### src/rtl/fifo2core_regs_if.sv
// FIFO-side and transceiver-side handshake bundle of the core register endpoint.
// master = the register endpoint, slave = FIFOs plus SL transmitter/receiver.
interface fifo2core_regs_if;
  logic        fifo_read_empty;
  logic [33:0] fifo_read_data;
  logic        fifo_read_inc;
  logic        fifo_write_full;
  logic [33:0] fifo_write_data;
  logic        fifo_write_inc;
  logic [31:0] tx_data;
  logic        tx_valid;
  logic        tx_ready;
  logic [31:0] rx_data;
  logic        rx_valid;

  modport master (
    input  fifo_read_empty, fifo_read_data, fifo_write_full, tx_ready, rx_data, rx_valid,
    output fifo_read_inc, fifo_write_data, fifo_write_inc, tx_data, tx_valid
  );
  modport slave (
    output fifo_read_empty, fifo_read_data, fifo_write_full, tx_ready, rx_data, rx_valid,
    input  fifo_read_inc, fifo_write_data, fifo_write_inc, tx_data, tx_valid
  );
endinterface

### src/rtl/fifo2core_regs.sv
// Core-side endpoint of the APB/async-FIFO bridge: pops command words into
// config/channel/TX registers and pushes echoes, RX words and status changes back.
module fifo2core_regs #(
  parameter int CFG_W  = 16,
  parameter int CHAN_W = 2,
  parameter int STAT_W = 14
) (
  input  logic                 pclk,
  input  logic                 preset_n,
  fifo2core_regs_if.master     bus,
  output logic [CFG_W-1:0]     config_o,
  output logic [CHAN_W-1:0]    channel_o,
  input  logic [STAT_W-1:0]    status_i
);
  localparam int SW = STAT_W + 2;

  typedef enum logic {R_IDLE, R_POP}  rd_st_e;
  typedef enum logic {W_IDLE, W_PUSH} wr_st_e;

  rd_st_e            rd_st_q;
  wr_st_e            wr_st_q;
  logic              rd_inc_q, wr_inc_q;
  logic [33:0]       wr_data_q, wr_data_d;
  logic [CFG_W-1:0]  cfg_q;
  logic [CHAN_W-1:0] chan_q;
  logic [31:0]       tx_data_q, rx_buf_q;
  logic              tx_valid_q;
  logic              echo_pend_q, echo_chan_q, rx_pend_q;
  logic              rx_ovr_q, cmd_err_q;
  logic [SW-1:0]     last_stat_q, stat_word;
  logic [1:0]        mod;
  logic              stat_pend, pop_go, push_go, push_echo, push_rx, push_stat;

  assign mod       = bus.fifo_read_data[33:32];
  assign stat_word = {rx_ovr_q, cmd_err_q, status_i};
  assign stat_pend = (stat_word != last_stat_q);

  // A data word waits behind an unaccepted TX word to keep command order.
  assign pop_go  = (rd_st_q == R_IDLE) && !bus.fifo_read_empty && !echo_pend_q &&
                   ((mod != 2'd1) || !tx_valid_q);
  assign push_go = (wr_st_q == W_IDLE) && !bus.fifo_write_full &&
                   (echo_pend_q || rx_pend_q || stat_pend);
  assign push_echo = push_go && echo_pend_q;
  assign push_rx   = push_go && !echo_pend_q && rx_pend_q;
  assign push_stat = push_go && !echo_pend_q && !rx_pend_q;

  always_comb begin
    wr_data_d = '0;
    if (push_echo)
      wr_data_d = echo_chan_q ? {2'd3, {(32-CHAN_W){1'b0}}, chan_q}
                              : {2'd0, {(32-CFG_W){1'b0}}, cfg_q};
    else if (push_rx)
      wr_data_d = {2'd1, rx_buf_q};
    else if (push_stat)
      wr_data_d = {2'd2, {(32-SW){1'b0}}, stat_word};
  end

  always_ff @(posedge pclk or negedge preset_n) begin
    if (!preset_n) begin
      rd_st_q     <= R_IDLE;
      wr_st_q     <= W_IDLE;
      rd_inc_q    <= 1'b0;
      wr_inc_q    <= 1'b0;
      wr_data_q   <= '0;
      cfg_q       <= '0;
      chan_q      <= '0;
      tx_data_q   <= '0;
      tx_valid_q  <= 1'b0;
      rx_buf_q    <= '0;
      echo_pend_q <= 1'b0;
      echo_chan_q <= 1'b0;
      rx_pend_q   <= 1'b0;
      rx_ovr_q    <= 1'b0;
      cmd_err_q   <= 1'b0;
      last_stat_q <= '0;
    end else begin
      if (tx_valid_q && bus.tx_ready) tx_valid_q <= 1'b0;

      case (rd_st_q)
        R_IDLE: if (pop_go) begin
          rd_st_q  <= R_POP;
          rd_inc_q <= 1'b1;
          case (mod)
            2'd0: begin
              cfg_q       <= bus.fifo_read_data[CFG_W-1:0];
              echo_pend_q <= 1'b1;
              echo_chan_q <= 1'b0;
            end
            2'd1: begin
              tx_data_q  <= bus.fifo_read_data[31:0];
              tx_valid_q <= 1'b1;
            end
            2'd3: begin
              chan_q      <= bus.fifo_read_data[CHAN_W-1:0];
              echo_pend_q <= 1'b1;
              echo_chan_q <= 1'b1;
            end
            default: cmd_err_q <= 1'b1;
          endcase
        end
        default: begin
          rd_st_q  <= R_IDLE;
          rd_inc_q <= 1'b0;
        end
      endcase

      // Pend flags clear on the edge that latches the push word; a capture on
      // that same edge re-arms rx_pend with the new word and is not an overrun.
      case (wr_st_q)
        W_IDLE: if (push_go) begin
          wr_st_q   <= W_PUSH;
          wr_inc_q  <= 1'b1;
          wr_data_q <= wr_data_d;
          if (push_echo) echo_pend_q <= 1'b0;
          if (push_rx)   rx_pend_q   <= 1'b0;
          if (push_stat) last_stat_q <= stat_word;
        end
        default: begin
          wr_st_q   <= W_IDLE;
          wr_inc_q  <= 1'b0;
          wr_data_q <= '0;
        end
      endcase

      if (bus.rx_valid) begin
        rx_buf_q  <= bus.rx_data;
        rx_pend_q <= 1'b1;
        if (rx_pend_q && !push_rx) rx_ovr_q <= 1'b1;
      end
    end
  end

  assign bus.fifo_read_inc   = rd_inc_q;
  assign bus.fifo_write_inc  = wr_inc_q;
  assign bus.fifo_write_data = wr_data_q;
  assign bus.tx_data         = tx_data_q;
  assign bus.tx_valid        = tx_valid_q;
  assign config_o            = cfg_q;
  assign channel_o           = chan_q;
endmodule

### src/flat_wrapper.sv
// flat-port wrapper written by rule: the top's interface ports become plain ports
module fifo2core_regs_flat 
#(
  parameter int CFG_W  = 16,
  parameter int CHAN_W = 2,
  parameter int STAT_W = 14
)
  (pclk, preset_n, config_o, channel_o, status_i, bus_fifo_read_empty, bus_fifo_read_data, bus_fifo_write_full, bus_tx_ready, bus_rx_data, bus_rx_valid, bus_fifo_read_inc, bus_fifo_write_data, bus_fifo_write_inc, bus_tx_data, bus_tx_valid);
  fifo2core_regs_if bus_i ();
  input  logic pclk;
  input  logic preset_n;
  output logic [CFG_W-1:0] config_o;
  output logic [CHAN_W-1:0] channel_o;
  input  logic [STAT_W-1:0] status_i;
  input wire logic [$bits(bus_i.fifo_read_empty)-1:0] bus_fifo_read_empty;
  input wire logic [$bits(bus_i.fifo_read_data)-1:0] bus_fifo_read_data;
  input wire logic [$bits(bus_i.fifo_write_full)-1:0] bus_fifo_write_full;
  input wire logic [$bits(bus_i.tx_ready)-1:0] bus_tx_ready;
  input wire logic [$bits(bus_i.rx_data)-1:0] bus_rx_data;
  input wire logic [$bits(bus_i.rx_valid)-1:0] bus_rx_valid;
  output wire logic [$bits(bus_i.fifo_read_inc)-1:0] bus_fifo_read_inc;
  output wire logic [$bits(bus_i.fifo_write_data)-1:0] bus_fifo_write_data;
  output wire logic [$bits(bus_i.fifo_write_inc)-1:0] bus_fifo_write_inc;
  output wire logic [$bits(bus_i.tx_data)-1:0] bus_tx_data;
  output wire logic [$bits(bus_i.tx_valid)-1:0] bus_tx_valid;
  assign bus_i.fifo_read_empty = bus_fifo_read_empty;
  assign bus_i.fifo_read_data = bus_fifo_read_data;
  assign bus_i.fifo_write_full = bus_fifo_write_full;
  assign bus_i.tx_ready = bus_tx_ready;
  assign bus_i.rx_data = bus_rx_data;
  assign bus_i.rx_valid = bus_rx_valid;
  assign bus_fifo_read_inc = bus_i.fifo_read_inc;
  assign bus_fifo_write_data = bus_i.fifo_write_data;
  assign bus_fifo_write_inc = bus_i.fifo_write_inc;
  assign bus_tx_data = bus_i.tx_data;
  assign bus_tx_valid = bus_i.tx_valid;
  fifo2core_regs #(.CFG_W(CFG_W), .CHAN_W(CHAN_W), .STAT_W(STAT_W)) u_core (.pclk(pclk), .preset_n(preset_n), .bus(bus_i), .config_o(config_o), .channel_o(channel_o), .status_i(status_i));
endmodule
### config.mk
export PLATFORM = sky130hd
export DESIGN_NAME = fifo2core_regs_flat
export DESIGN_NICKNAME = d
export VERILOG_FILES = /design/src/rtl/fifo2core_regs_if.sv /design/src/rtl/fifo2core_regs.sv /design/src/flat_wrapper.sv
export SDC_FILE = /design/constraint.sdc
export NUM_CORES = 1
export LEC_CHECK = 0
export CAP_MARGIN = 10
export CORE_AREA = 2 2 123 89
export CTS_CLUSTER_SIZE = 30
export DETAILED_ROUTE_END_ITERATION = 8
export DIE_AREA = 0 0 125 91
export DONT_BUFFER_PORTS = 1
export GPL_ROUTABILITY_DRIVEN = 0
export PLACE_DENSITY_LB_ADDON = 0.1
export SLEW_MARGIN = 10
export SYNTH_ARGS = -nofsm -noshare
export SYNTH_HDL_FRONTEND = slang
export SYNTH_SLANG_ARGS = --single-unit
export TNS_END_PERCENT = 100
### constraint.sdc
create_clock -name pclk -period 2.5 [get_ports pclk]
set_input_delay 0.25 -clock pclk [delete_from_list [all_inputs] [get_ports pclk]]
set_output_delay 0.25 -clock pclk [all_outputs]
set_load 0.03 [all_outputs]
==> results by stage, run 1 <==
Global routing:
- The largest net degree at the start of global routing is 143.
- The via count of the first global-routing pass is 4039.
- The number of antenna violations at the first check in global routing is 0.
- The global-route wire length before repair is 22.3 mm.
- Global routing used 25.5% of the available tracks across all layers.
- The sum of overflow across all layers after global routing is 0.

Cells and area:
- The fill cell total of the finished layout is 667.
- 0 antenna diodes ended up in the layout.
- Leaving out fill and tap cells, the most frequent cells in the layout are sky130_fd_sc_hd__dfrtp_1, sky130_fd_sc_hd__mux2_2, sky130_fd_sc_hd__dlygate4sd3_1.
- The final cell count without fillers is 642.
- Leaving out fill and tap cells, the most frequent cell in the layout is sky130_fd_sc_hd__dfrtp_1.
- For this run, the post-layout net count is 587.
- The proportion of layout cells with a drive suffix above 1 is 29.6%.
- Compared with the post-synthesis result, the final layout area differs by 25.4%.
- The finished cells cover 7460 um^2.

Setup path:
- The endpoint type of the worst setup path is a register.
- For the worst setup path, the data required time is 2800 ps.
- The data arrival time of the critical path is 2480 ps.
- The setup slack of the worst register-to-register path is 320 ps.
- The critical register-to-register path endpoint is u_core.bus.tx_data[23].
- The critical register-to-register path startpoint is u_core.bus.tx_valid.
- STA classifies the critical path startpoint as a register.
- By startpoint and endpoint, the worst setup path is classified as reg2reg.
- The worst-path maximum fanout is 33.
- The number of cells on the worst reg-to-reg path is 5.

Synth:
- Dividing the synthesized area by the synthesized cell count gives 14.4 um^2.
- The number of flops mapped to enable cells by yosys is 0.
- By area the synthesized netlist is led by sky130_fd_sc_hd__dfrtp_1, sky130_fd_sc_hd__mux2_2, sky130_fd_sc_hd__a32o_1.
- The synthesized netlist cell count is 413.
- The number of different library cells in the post-synthesis netlist is 38.
- The most used flip-flop cell after synthesis is sky130_fd_sc_hd__dfrtp_1.
- The share of synthesized flip-flops with an asynchronous set or reset is 100%.
- Counting flops and latches in the post-synthesis netlist gives 142.
- For this run, the number of Yosys warnings is 0.
- The post-synthesis cell area is 5950 um^2.
- The part of the Yosys area used for sequential elements is 59.7%.
- The synthesized design spends more area on one cell type than any other, namely sky130_fd_sc_hd__dfrtp_1.
- The portion of synthesized cell area occupied by the leading cell type is 59.7%.
- Counting every net in the synthesized netlist gives 503.

Detailed routing:
- The count of routing violations after the opening detailed-route iteration is 323.
- Dividing the detail-routed wire length by the instance count gives 22.2 um.
- The mean number of vias per cell is 6.02.
- After detailed routing, the number of remaining DRC violations is 0.
- In this run the remaining antenna-violating nets after routing total 0.
- The total vias in the final route is 3867.
- The first detailed-routing pass took 6 iterations.
- The routed wire length is 14.3 mm.

Timing:
- The total setup violations reported at the end of the flow is 0.
- The minimum clock period is 2180 ps.
- The number of max-slew violations in the final report is 0.
- The final critical path takes up 87.1% of the cycle.
- Derived from the worst setup path, the maximum achievable clock frequency is 0.459 GHz.
- For the final routed database, the setup TNS stands at 0 ps.
- The final number of hold-violating endpoints was 142.
- In this run the tightest slew margin relative to its limit is 53.3%.
- The transition time of the tightest slew-check pin is 700 ps.
- Setup repair after global routing left no endpoint under its margin.
- The final clock skew is 10.0 ps.
- Across all hold checks on the routed design, the worst slack comes to -480 ps.

Place:
- The number of placed cells counting well taps is 529.
- Detailed placement ended at an HPWL of 8.56 mm.
- The count of buffers from port buffering is 0.
- The placed instances occupy a cell area of 6060 um^2.

Floorplanning:
- After floorplanning, the core was divided into 31 placement rows.
- The chip height is 91 um.
- Measured along the x axis, the die boundary spans 125 um.
- The initial core utilization is 58.6%.
- The core footprint is 10200 um^2.
- The number of I/O pins is 173.
- The die footprint is 11400 um^2.

Clocking:
- TritonCTS built the clock tree.
- The post-cts repair resize count is 0.
- The clock network latency to the later pin of the worst-skew pair is 420 ps.
- The number of buffers added by the clock tree synthesis step is 17.
- For this design, the CTS-stage hold fixing added 81 buffers.
- The maximum buffer depth of the clock tree is 2.
- The deepest level of the CTS H-tree is 4.
- The cell at the root of the clock tree is sky130_fd_sc_hd__clkbuf_16.
- The post-CTS clock slew at the launch and capture registers of the worst setup and hold paths is 60 ps.
- The clock sink count is 142.

Min path:
- The type of the most critical hold path is in2async.

Power:
- Summed over all cells, the static leakage comes to 0.00325 uW.
- The worst-case IR drop observed on VDD is 0.000953 V.
- The areal power density over the cells is 1130 nW/um^2.

Outcome:
- The flow ran to the end, but the final reports show violations.
- The final reports fail on negative hold slack.

Flow run:
- The max-cap check violation count is 0.
-- cells by family after synthesis --
kind of cell | count (synthesis) | synth area share (%)
AO/OA/AOI/OAI | 66 | 9.82
XOR/XNOR | 16 | 2.35
adder cells (fa/ha/maj) | 4 | 0.841
buffers and inverters | 48 | 3.74
flip-flops | 142 | 59.7
multiplexers | 103 | 20.1
AND/OR/NAND/NOR | 34 | 3.47
-- cell type report --
class	instances	area, um^2	area share [%]
Sequential cell	142	3550	47.6
Clock inverter	11	114	1.53
Clock buffer	21	470	6.30
Multi-Input combinational cell	223	2180	29.2
Tap cell	132	165	2.21
Inverter	21	78.8	1.06
Timing Repair Buffer	92	903	12.1
-- per-stage QoR --
step / setup WS, ps / hold slack (ps) / total power, uW / utilization [%]
2_1_floorplan: 571 / -45.6 / 5470 / -
3_3_place_gp: 346 / -43.3 / 5740 / 59.6
3_5_place_dp: 310 / -42.9 / 5820 / 59.6
4_1_cts: 295 / -486 / 8440 / 73.5
5_1_grt: 211 / -495 / 8750 / 73.5
6_report: 322 / -480 / 8410 / 73.5
-- registers in the layout (all words and copies together) (netlist names) --
register,cells
u_core.rx_buf_q,32
u_core.config_o,16
u_core.rx_ovr_q,1
u_core.wr_st_q,1
u_core.rd_st_q,1
u_core.echo_chan_q,1
u_core.last_stat_q,16
u_core.bus.fifo_read_inc,1
u_core.rx_pend_q,1
u_core.channel_o,2
u_core.bus.fifo_write_data,34
u_core.bus.fifo_write_inc,1
u_core.bus.tx_data,32
u_core.echo_pend_q,1
u_core.cmd_err_q,1
u_core.bus.tx_valid,1
-- timing repair --
| action | in CTS | in global routing |
|---|---|---|
| endpoints found under the hold margin | 240 | 142 |
| setup endpoints to repair | 0 | 0 |
| setup buffers | 0 | 0 |
-- power breakdown --
part	internal, uW	leakage [uW]	switching, uW	total [uW]
logic	820	0.00124	484	1300
clock network	1540	0.000289	959	2500
registers	2990	0.00172	1620	4610
-- routing by layer --
| layer | global-route usage, % | wire length [um] |
|---|---|---|
| met5 | 0 | 0 |
| met4 | 6.85 | 126 |
| met3 | 10.2 | 1370 |
| met2 | 39.6 | 6680 |
| met1 | 33.8 | 6080 |
-- worst max-delay path by stage --
| stage | startpoint | to | slack [ps] | depth (start not counted) |
|---|---|---|---|---|
| finish | u_core.bus.tx_valid | u_core.bus.tx_data[23] | 320 | 5 |
| global route | u_core.bus.tx_valid | u_core.config_o[4] | 210 | 5 |
| CTS | u_core.bus.tx_valid | u_core.config_o[4] | 300 | 5 |
| detailed placement | u_core.bus.tx_valid | u_core.config_o[8] | 310 | 5 |
| global placement | u_core.bus.tx_valid | u_core.config_o[4] | 350 | 5 |
| floorplan | u_core.rx_pend_q | u_core.last_stat_q[0] | 570 | 8 |
-- synthesized netlist by cell type (2+ instances only) --
cell type	n
sky130_fd_sc_hd__buf_6	2
sky130_fd_sc_hd__nand2_1	12
sky130_fd_sc_hd__o32ai_1	13
sky130_fd_sc_hd__nor4_2	2
sky130_fd_sc_hd__xor2_1	10
sky130_fd_sc_hd__buf_2	12
sky130_fd_sc_hd__nor2_1	6
sky130_fd_sc_hd__a21o_1	4
sky130_fd_sc_hd__clkbuf_1	11
sky130_fd_sc_hd__mux2_2	90
sky130_fd_sc_hd__a22oi_1	2
sky130_fd_sc_hd__a222oi_1	13
sky130_fd_sc_hd__a21oi_1	2
sky130_fd_sc_hd__xnor2_1	6
sky130_fd_sc_hd__mux2i_1	3
sky130_fd_sc_hd__a32o_1	16
sky130_fd_sc_hd__nor2b_1	5
sky130_fd_sc_hd__dfrtp_1	142
sky130_fd_sc_hd__a211oi_1	8
sky130_fd_sc_hd__inv_1	21
sky130_fd_sc_hd__mux2_4	10
sky130_fd_sc_hd__ha_1	4
sky130_fd_sc_hd__o311ai_0	2
sky130_fd_sc_hd__o21ai_0	3
-- critical path, stage by stage, from the launching register on --
cell	delay (ps)
sky130_fd_sc_hd__dfrtp_1	520
sky130_fd_sc_hd__a211oi_1	380
sky130_fd_sc_hd__nor2b_1	420
sky130_fd_sc_hd__nand2_1	100
sky130_fd_sc_hd__buf_4	270
sky130_fd_sc_hd__mux2_2	340
Note: power is estimated with default switching activity, not from simulation.
==> inputs of run 2 (changes only) <==
Settings changed: CORE_AREA 2 2 123 89 to 8 8 128 94, DIE_AREA 0 0 125 91 to 0 0 136 102.
==> run 2 against run 1 <==
Global-route usage is 2.8 points lower; first-iteration DRC count is 20% lower; the run still ends with negative hold slack left; critical path depth stayed put; critical endpoint is now u_core.bus.fifo_write_data[9]; critical path type unchanged; highest routed layer unchanged; register-to-register slack worse by 210 ps; total power is 3.3% higher.
==> results by stage, run 2 (synthesized netlist as in run 1, its figures left out) <==
Outcome:
- The flow ran to the end, but the final reports show violations.
- The final reports fail on negative hold slack.

Setup path:
- The required time of the critical path is 2730 ps (-70 ps).
- The start-to-end type of the worst setup path is reg2reg.
- The startpoint kind of the worst setup timing path is a register.
- STA classifies the critical path endpoint as a register.
- The setup slack of the worst register-to-register path is 110 ps (-210 ps).
- The data arrival time of the critical path is 2620 ps (+140 ps).
- The worst-path maximum fanout came to 14 (-58%).

Floorplanning:
- The number of standard-cell rows in the floorplan is 31 (unchanged).
- The chip height is 102 um (+12%).
- The initial core utilization is 59.0% (+0.45 points).
- The die footprint is 13900 um^2 (+22%).
- The floorplan die width is 136 um (+8.8%).
- The core footprint is 10100 um^2 (-0.76%).
- The number of I/O pins was 173 (unchanged).

Timing:
- The final clock skew is 16.2 ps (+6.19 ps).
- The setup TNS was 0 ps (unchanged).
- Setup repair after global routing left no endpoint under its margin.
- The share of the clock period used by the worst path after layout came to 95.7% (+8.5 points).
- The minimum clock period was 2390 ps (+213 ps).
- The highest attainable clock frequency is 0.418 GHz (-8.9%).
- The worst slack on hold paths came to -473 ps (+7.22 ps).
- The final number of hold-violating endpoints is 142 (unchanged).
- The transition time of the tightest slew-check pin is 1280 ps (+582 ps).
- The minimum setup slack in the final design was 109 ps (-213 ps).
- The max-slew headroom at the worst pin is 14.5% (-39 points).
- The number of max-slew violations in the final report is 0 (unchanged).
- The total setup violations reported at the end of the flow is 0 (unchanged).

Global routing:
- The largest net degree at the start of global routing came to 143 (unchanged).
- The global-route wire length before repair is 23.8 mm (+7.1%).
- The number of antenna violations at the first check in global routing is 1 (+1).
- The global routing usage summed across all routing layers is 22.7% (-2.8 points).
- The via count of the first global-routing pass is 4180 (+3.5%).
- The sum of overflow across all layers after global routing is 0 (unchanged).

Clocking:
- The clock network latency to the later pin of the worst-skew pair was 420 ps (about the same).
- The post-CTS clock slew at the launch and capture registers of the worst setup and hold paths came to 60 ps (about the same).
- The clock sink count is 142 (unchanged).
- The CTS tree is done.
- The buffers inserted during post-CTS setup optimization came to 0 (unchanged).
- The number of buffers added by the clock tree synthesis step was 17 (unchanged).
- The cell at the root of the clock tree is sky130_fd_sc_hd__clkbuf_16.
- The deepest level of the CTS H-tree is 4 (unchanged).
- The maximum buffer depth of the clock tree is 2 (unchanged).

Power:
- The leakage power summed over all cells is 0.00330 uW (+1.5%).
- The total net switching power is 3060 uW (about the same).
- The maximum VDD drop is 0.000843 V (-11%).
- The areal power density over the cells came to 1150 nW/um^2 (+2.0%).
- The internal power of the cells is 5630 uW (+5.2%).
- The share of total power in combinational logic is 15.1% (-0.4 points).
- The switching share of power is 35.2% (-1.1 points).
- The clock power share came to 31.6% (+1.9 points).
- The sequential power share came to 53.3% (-1.5 points).

Flow run:
- The max-cap check violation count came to 0 (unchanged).

Min path:
- The path class of the tightest hold or removal check is in2async.

Place:
- The HPWL after detailed placement is 9.53 mm (+11%).
- The pre-CTS worst setup slack came to 192 ps (-118 ps).
- The count of buffers from port buffering came to 0 (unchanged).
- The placed cell area is 6070 um^2 (+0.12%).

Cells and area:
- The multi-input combinational cell area was 2180 um^2 (unchanged).
- The number of flip-flops in the largest register came to 34 (unchanged).
- The library cell used most frequently in the layout, excluding fill and tap cells, is sky130_fd_sc_hd__dfrtp_1.
- The final instance area is 7560 um^2 (+1.3%).
- The count of nets after finishing was 591 (+0.68%).
- The growth of design area from synthesis to finish is 27.1%.
- In the layout the commonest cells are sky130_fd_sc_hd__dfrtp_1, sky130_fd_sc_hd__mux2_2, sky130_fd_sc_hd__dlygate4sd3_1.
- The fill cell total of the finished layout is 630 (-5.5%).
- The proportion of layout cells with a drive suffix above 1 is 29.6% (about the same).
- The sequential cell area is 3550 um^2 (unchanged).

Detailed routing:
- The number of remaining DRC errors was 0 (unchanged).
- The mean number of vias per cell came to 5.94 (-1.4%).
- The mean routed wirelength per cell is 23.5 um (+5.9%).
- The routed wire length is 15.2 mm (+6.6%).
- The total vias in the final route is 3836 (-0.80%).
- The detailed-routing iteration count for the pre-antenna-repair pass is 6 (unchanged).
- The count of routing violations after the opening detailed-route iteration is 260 (-20%).
- The final antenna-violating net count is 0 (unchanged).
[run 2: what timing repair did]
item	in CTS	in global routing
hold buffers	83	1
endpoints found under the hold margin	240	143
resized for setup	0	0
[run 2: routing by layer]
metal  track usage, %  share of wire, %
met1             28.6                41
met2             35.2                47
met3             9.04                11
met4             7.99               1.6
met5                0                 0
[run 2: layout make-up]
cell class	count	share of cell area [%]
inverter	21	1.04
multi-input combinational	223	28.8
clock buffer	19	5.99
tap	132	2.18
sequential	142	47.0
clock inverter	12	2.53
timing repair buffer	96	12.4
antenna	1	0.0331
[run 2: path summary, 6_finish.rpt]
kind / startpoint / endpoint / cells after the start
min: preset_n / u_core.config_o[5] / 0
min in group pclk: bus_fifo_read_empty / u_core.bus.fifo_read_inc / 3
max in group asynchronous: preset_n / u_core.echo_pend_q / 0
max reg2reg: u_core.last_stat_q[6] / u_core.bus.fifo_write_data[9] / 5
max: u_core.last_stat_q[6] / u_core.bus.fifo_write_data[9] / 5
min reg2reg: u_core.rd_st_q / u_core.bus.fifo_read_inc / 1
[run 2: power by group through the flow]
stage | logic (uW) | clock network, uW | registers [uW]
2_1_floorplan | 1030 | 0 | 4450
3_3_place_gp | 1130 | 0 | 4650
3_5_place_dp | 1180 | 0 | 4680
4_1_cts | 1310 | 2780 | 4640
5_1_grt | 1440 | 2890 | 4740
6_report | 1310 | 2740 | 4630
[run 2: worst max-delay path, stage by stage (launching register included)]
cell and delay (ps):
sky130_fd_sc_hd__dfrtp_1 390, sky130_fd_sc_hd__xor2_1 210, sky130_fd_sc_hd__nor4_2 90, sky130_fd_sc_hd__and4_1 260
sky130_fd_sc_hd__a21oi_1 1010, sky130_fd_sc_hd__o221ai_1 250
[run 2: metrics by stage]
step | total power [uW] | util [%] | cells
global placement | 5780 | 60.2 | 530
CTS | 8740 | 74.9 | 644
finish | 8690 | 75.0 | 646
floorplan | 5470 | - | 413
detailed placement | 5850 | 60.2 | 530
global route | 9060 | 75.0 | 646
